===== config.mk =====
export PLATFORM = sky130hd
export DESIGN_NAME = junction_sequencer
export DESIGN_NICKNAME = d
export VERILOG_FILES = /design/src/rtl/junction_sequencer.sv
export SDC_FILE = /design/constraint.sdc
export NUM_CORES = 1
export LEC_CHECK = 0
export BUFFER_PORTS_ARGS = -buffer_cell sky130_fd_sc_hd__buf_4
export CAP_MARGIN = 25
export CORE_AREA = 2 2 63 65
export DETAILED_ROUTE_END_ITERATION = 7
export DIE_AREA = 0 0 65 67
export PLACE_DENSITY_LB_ADDON = 0.12
export SETUP_SLACK_MARGIN = 0.15
export SLEW_MARGIN = 20
export SYNTH_ARGS = -nofsm -noshare
export SYNTH_HDL_FRONTEND = slang
export SYNTH_SLANG_ARGS = --single-unit

===== constraint.sdc =====
create_clock -name clk -period 3.55 [get_ports clk]
set_clock_uncertainty 0.2 [all_clocks]
set_input_delay 1.065 -clock clk [delete_from_list [all_inputs] [get_ports clk]]
set_output_delay 1.065 -clock clk [all_outputs]
set_load 0.05 [all_outputs]

===== src/rtl/junction_sequencer.sv =====
// Purpose : two-approach junction controller (road A main, road B side) with a latched
//           pedestrian phase; every handover of right-of-way passes through an all-red clearance.
// Latency : lamps decode combinationally from the state register; state changes one clk after its cause.
// Backpressure: none; requests are levels (a_req/b_req) or latched (ped_req), never dropped or stalled.
// Ports   : clk, rst_n (async active-low), enable (0 forces OFF), a_req, b_req, ped_req (any-width pulse);
//           a_/b_ red/amber/green lamps, walk, ped_ack (1-cycle pulse on walk grant), state_out[3:0].
module junction_sequencer #(
  parameter int TW          = 8,
  parameter int T_CLEAR     = 2,
  parameter int T_RDYLW     = 2,
  parameter int T_GREEN_MIN = 4,
  parameter int T_GREEN_MAX = 10,
  parameter int T_YELLOW    = 3,
  parameter int T_WALK      = 5
) (
  input  logic       clk,
  input  logic       rst_n,
  input  logic       enable,
  input  logic       a_req,
  input  logic       b_req,
  input  logic       ped_req,
  output logic       a_red,
  output logic       a_amber,
  output logic       a_green,
  output logic       b_red,
  output logic       b_amber,
  output logic       b_green,
  output logic       walk,
  output logic       ped_ack,
  output logic [3:0] state_out
);

  if (T_CLEAR < 1 || T_RDYLW < 1 || T_GREEN_MIN < 1 || T_GREEN_MAX < 1 ||
      T_YELLOW < 1 || T_WALK < 1 || T_GREEN_MIN > T_GREEN_MAX ||
      T_GREEN_MAX >= (1 << TW)) begin : g_bad_params
    $error("junction_sequencer: illegal timing parameters");
  end

  typedef enum logic [3:0] {
    S_OFF      = 4'd0,
    S_ALL_RED  = 4'd1,
    S_A_RDYLW  = 4'd2,
    S_A_GREEN  = 4'd3,
    S_A_YELLOW = 4'd4,
    S_B_RDYLW  = 4'd5,
    S_B_GREEN  = 4'd6,
    S_B_YELLOW = 4'd7,
    S_PED_WALK = 4'd8
  } state_t;

  typedef enum logic [1:0] {
    SRV_A   = 2'd0,
    SRV_B   = 2'd1,
    SRV_PED = 2'd2
  } srv_t;

  // Exit compares: a dwell of T cycles leaves when the timer reads T-1.
  localparam logic [TW-1:0] L_CLEAR = TW'(T_CLEAR - 1);
  localparam logic [TW-1:0] L_RDYLW = TW'(T_RDYLW - 1);
  localparam logic [TW-1:0] L_GMIN  = TW'(T_GREEN_MIN - 1);
  localparam logic [TW-1:0] L_GMAX  = TW'(T_GREEN_MAX - 1);
  localparam logic [TW-1:0] L_YLW   = TW'(T_YELLOW - 1);
  localparam logic [TW-1:0] L_WALK  = TW'(T_WALK - 1);

  state_t        r_state, w_next;
  srv_t          r_next_srv, w_next_srv;
  logic          r_last_b, w_last_b;   // 1 = road B was the last road served
  logic [TW-1:0] r_timer;
  logic          r_ped_pending;
  logic          r_ped_ack;
  logic          w_enter_walk;

  always_comb begin
    w_next     = r_state;
    w_next_srv = r_next_srv;
    w_last_b   = r_last_b;
    case (r_state)
      S_OFF: begin
        w_next     = S_ALL_RED;
        w_next_srv = SRV_A;
      end
      S_ALL_RED: if (r_timer == L_CLEAR) begin
        case (r_next_srv)
          SRV_B:   w_next = S_B_RDYLW;
          SRV_PED: w_next = S_PED_WALK;
          default: w_next = S_A_RDYLW;
        endcase
      end
      S_A_RDYLW: if (r_timer == L_RDYLW) w_next = S_A_GREEN;
      S_B_RDYLW: if (r_timer == L_RDYLW) w_next = S_B_GREEN;
      S_A_GREEN: if ((r_timer >= L_GMIN && (b_req || r_ped_pending)) || r_timer == L_GMAX)
        w_next = S_A_YELLOW;
      S_B_GREEN: if ((r_timer >= L_GMIN && (a_req || r_ped_pending)) || r_timer == L_GMAX)
        w_next = S_B_YELLOW;
      S_A_YELLOW: if (r_timer == L_YLW) begin
        w_next     = S_ALL_RED;
        w_next_srv = r_ped_pending ? SRV_PED : SRV_B;
        w_last_b   = 1'b0;
      end
      S_B_YELLOW: if (r_timer == L_YLW) begin
        w_next     = S_ALL_RED;
        w_next_srv = r_ped_pending ? SRV_PED : SRV_A;
        w_last_b   = 1'b1;
      end
      S_PED_WALK: if (r_timer == L_WALK) begin
        w_next     = S_ALL_RED;
        w_next_srv = r_last_b ? SRV_A : SRV_B;
      end
      default: w_next = S_OFF;
    endcase
    // enable has priority over every exit: straight to dark, no amber run-out.
    if (!enable) w_next = S_OFF;
  end

  assign w_enter_walk = (w_next == S_PED_WALK) && (r_state != S_PED_WALK);

  always_ff @(posedge clk or negedge rst_n) begin
    if (!rst_n) begin
      r_state       <= S_OFF;
      r_next_srv    <= SRV_A;
      r_last_b      <= 1'b0;
      r_timer       <= '0;
      r_ped_pending <= 1'b0;
      r_ped_ack     <= 1'b0;
    end else begin
      r_state    <= w_next;
      r_next_srv <= w_next_srv;
      r_last_b   <= w_last_b;
      r_ped_ack  <= w_enter_walk;
      if (w_next != r_state || !enable) r_timer <= '0;
      else                              r_timer <= r_timer + 1'b1;
      // Clearing on walk entry wins over a same-cycle press: that press is served by this walk.
      if (!enable || r_state == S_OFF || w_enter_walk) r_ped_pending <= 1'b0;
      else if (ped_req && r_state != S_PED_WALK)       r_ped_pending <= 1'b1;
    end
  end

  always_comb begin
    a_red   = 1'b0;
    a_amber = 1'b0;
    a_green = 1'b0;
    b_red   = 1'b0;
    b_amber = 1'b0;
    b_green = 1'b0;
    walk    = 1'b0;
    case (r_state)
      S_ALL_RED:  begin a_red = 1'b1; b_red = 1'b1; end
      S_A_RDYLW:  begin a_red = 1'b1; a_amber = 1'b1; b_red = 1'b1; end
      S_A_GREEN:  begin a_green = 1'b1; b_red = 1'b1; end
      S_A_YELLOW: begin a_amber = 1'b1; b_red = 1'b1; end
      S_B_RDYLW:  begin b_red = 1'b1; b_amber = 1'b1; a_red = 1'b1; end
      S_B_GREEN:  begin b_green = 1'b1; a_red = 1'b1; end
      S_B_YELLOW: begin b_amber = 1'b1; a_red = 1'b1; end
      S_PED_WALK: begin a_red = 1'b1; b_red = 1'b1; walk = 1'b1; end
      default: ;
    endcase
  end

  assign ped_ack   = r_ped_ack;
  assign state_out = r_state;

endmodule

==> impl_metrics.json <==
{
  "grt_overflow_total": 0,
  "swShare": 0.4524,
  "clk_path_buf_depth": 2,
  "die-width_um": 65,
  "wl_um": 3668,
  "row_count": 22,
  "internal_power_uw": 417.9,
  "layout.nets": 189,
  "cts_tree": "yes",
  "num-fill-cells": 344,
  "ant_nets": 0,
  "htreeDepth": 1,
  "grt_pass1_vias": 1286,
  "place.gp.congestion": 0.8974,
  "final_cell_mix": "buf_4 (19), dfrtp_1 (17), nor2_1 (12)",
  "final_common_cell": "buf_4",
  "grt_max_degree": 19,
  "cp.required_ps": 2280,
  "avgSynthCellArea_um2": 8.613,
  "final_util": 0.4532,
  "ir_drop_mv": 0.2897,
  "vias": 1328,
  "fin_crit_ps": 3140,
  "busiest_layer": "met2",
  "met2_usage": 0.2835,
  "synth_fa_ha_area_frac": 0.05348,
  "relSlewSlack": 0.4979,
  "drv_cap": 0,
  "synth_nets": 175,
  "antenna_cells": 0,
  "track_usage": 0.1881,
  "status": "completed",
  "path_clk_slew_ps": 60,
  "setup_slack_ps": 409.6,
  "synth-edff-count": 0,
  "initial_core_util": 0.3893,
  "core_um2": 3606,
  "grtUsageMet1": 0.2580,
  "post-route-drc-count": 0,
  "yosys_warnings": 0,
  "place_inst": 220,
  "crit_fanout": 18,
  "cts_setup_buffers": 0,
  "ys.flop_type": "dfrtp_1",
  "holdBufCountCts": 0,
  "critPathLaunchType": "flip-flop",
  "cts_resized": 0,
  "routedWlPerCell_um": 16.38,
  "timing.final.max_slew_violations": 0,
  "placed_cell_area_um2": 1589,
  "fin_crit_sh": 0.8846,
  "p_leak_nw": 0.6684,
  "end_kind": "output pin",
  "hold_path.class": "flip-flop to flip-flop",
  "synth_top_family_by_area": "simple AND/OR/NAND/NOR gates",
  "setup_viol": 0,
  "p_comb_frac": 0.473,
  "ys_async_sr_fraction": 1.000,
  "hold_slack_ps": 336.9,
  "final_layout_size_suffix_gt1_frac": 0.1932,
  "die_h_um": 67,
  "stdcell_area_um2": 1634,
  "max_clock_freq_mhz": 318.4,
  "grt_use_met3": 0.02365,
  "die_area_um2": 4355,
  "synth_simple_gate_area_frac": 0.3084,
  "worst_pin_slew_ps": 746.9,
  "worst-r2r-setup-slack_ps": 860,
  "crit_arrival_ps": 1880,
  "io-pin-count": 18,
  "fin_cells": 224,
  "synth-compound-area-share": 0.2335,
  "p_seq_frac": 0.340,
  "critPathKind": "flip-flop to output pin",
  "p_per_area_nw_per_um2": 467.0,
  "tns_ps": 0,
  "syn_to_final_growth_pct": 16.40,
  "postSynthCellCount": 163,
  "syn_area_um2": 1404,
  "antenna_found_initial": 0,
  "vias_per_cell": 5.929,
  "pre_cts_slack_ps": 708.5,
  "synthMuxAreaShare": 0,
  "clk_latency_ps": 260,
  "io_buffers": 17,
  "seq_area_frac_synth": 0.3030,
  "grt_first_pass_wirelength_um": 6251,
  "ys_types": 51,
  "finalHoldViolations": 0,
  "dp_hpwl_um": 2821,
  "clkPwrFrac": 0.187,
  "design_power_total_uw": 763.2,
  "rsz0062_at_grt": "false",
  "synth-seq-cells": 17,
  "root_buffer": "clkbuf_8",
  "cts_sinks": 17,
  "cts_made_buffers": 3,
  "firstDrtPassIters": 4,
  "synth-xor-area-share": 0.04991,
  "power_switching_uw": 345.3,
  "drt_iter0_drc": 113
}
==> cell type report <==
type / count / area (um2) / area share
timing repair buffer: 19 / 142.6 / 0.08729
tap: 48 / 60.06 / 0.03675
multi-input combinational: 128 / 930.9 / 0.5697
clock buffer: 4 / 45.04 / 0.02757
inverter: 8 / 30.03 / 0.01838
sequential: 17 / 425.4 / 0.2603
==> synthesized netlist by cell type, types with 2 or more instances <==
cell type  count  area (um2)
a21boi_0       4       30.03
a311o_1        2       20.02
xor2_1         5       43.79
o211ai_1       4       30.03
nor2_1        12       45.04
nor4b_1        3       26.28
buf_2          4       20.02
a21oi_1        7       35.03
a31oi_1        2       12.51
nor3_1         7       35.03
nor2b_1        3       18.77
nand3_1        8       40.04
nand2b_1       3       18.77
dfrtp_1       17       425.4
nand2_1        8       30.03
o21ai_0        7       35.03
and3_1         3       18.77
a211oi_1       3       22.52
xnor2_1        3       26.28
clkbuf_1       5       18.77
nor4_2         2       25.02
nand3b_1       3       22.52
nor4_1         8       50.05
inv_1          8       30.03
ha_1           6       75.07
==> registers in the layout, indices dropped and copies added (netlist names) <==
signal / flops
ped_ack: 1
r_last_b: 1
r_next_srv: 2
r_ped_pending: 1
r_timer: 8
state_out: 4
==> power groups by stage <==
stage	clock, mW	sequential (mW)	combinational, mW
floorplan	0	0.246	0.283
global placement	0	0.263	0.361
detailed placement	0	0.263	0.357
CTS	0.149	0.259	0.360
global route	0.154	0.265	0.394
finish	0.143	0.259	0.361
==> logic make-up (layout without fill, tap and decap cells) <==
| kind of cell | Yosys count | count (layout) |
|---|---|---|
| compound gates | 45 | 45 |
| xor+xnor | 8 | 8 |
| fa+ha+maj | 6 | 6 |
| buf+inv | 18 | 31 |
| flops | 17 | 17 |
| simple gates | 69 | 69 |
==> worst paths after layout <==
path,startpoint,endpoint,cells past startpoint
max,state_out[1],a_green,2
min,r_next_srv[1],r_next_srv[1],1
max reg2reg,r_timer[5],r_timer[6],5
min reg2reg,r_next_srv[1],r_next_srv[1],1
max in group asynchronous,rst_n,r_timer[0],1
min in group asynchronous,rst_n,state_out[1],1
==> layer usage <==
layer	vias up	share of wire	routed length, um
li1	639	-	-
met1	630	0.46	1684
met2	52	0.45	1638
met3	7	0.070	258
met4	0	0.024	87
met5	-	0	0
==> worst max-delay path, stage by stage (launching register included) <==
cell	delay [ps]
dfrtp_1	820
nor4bb_2	520
buf_4	270
No activity file was read; power rests on OpenSTA's default activity.
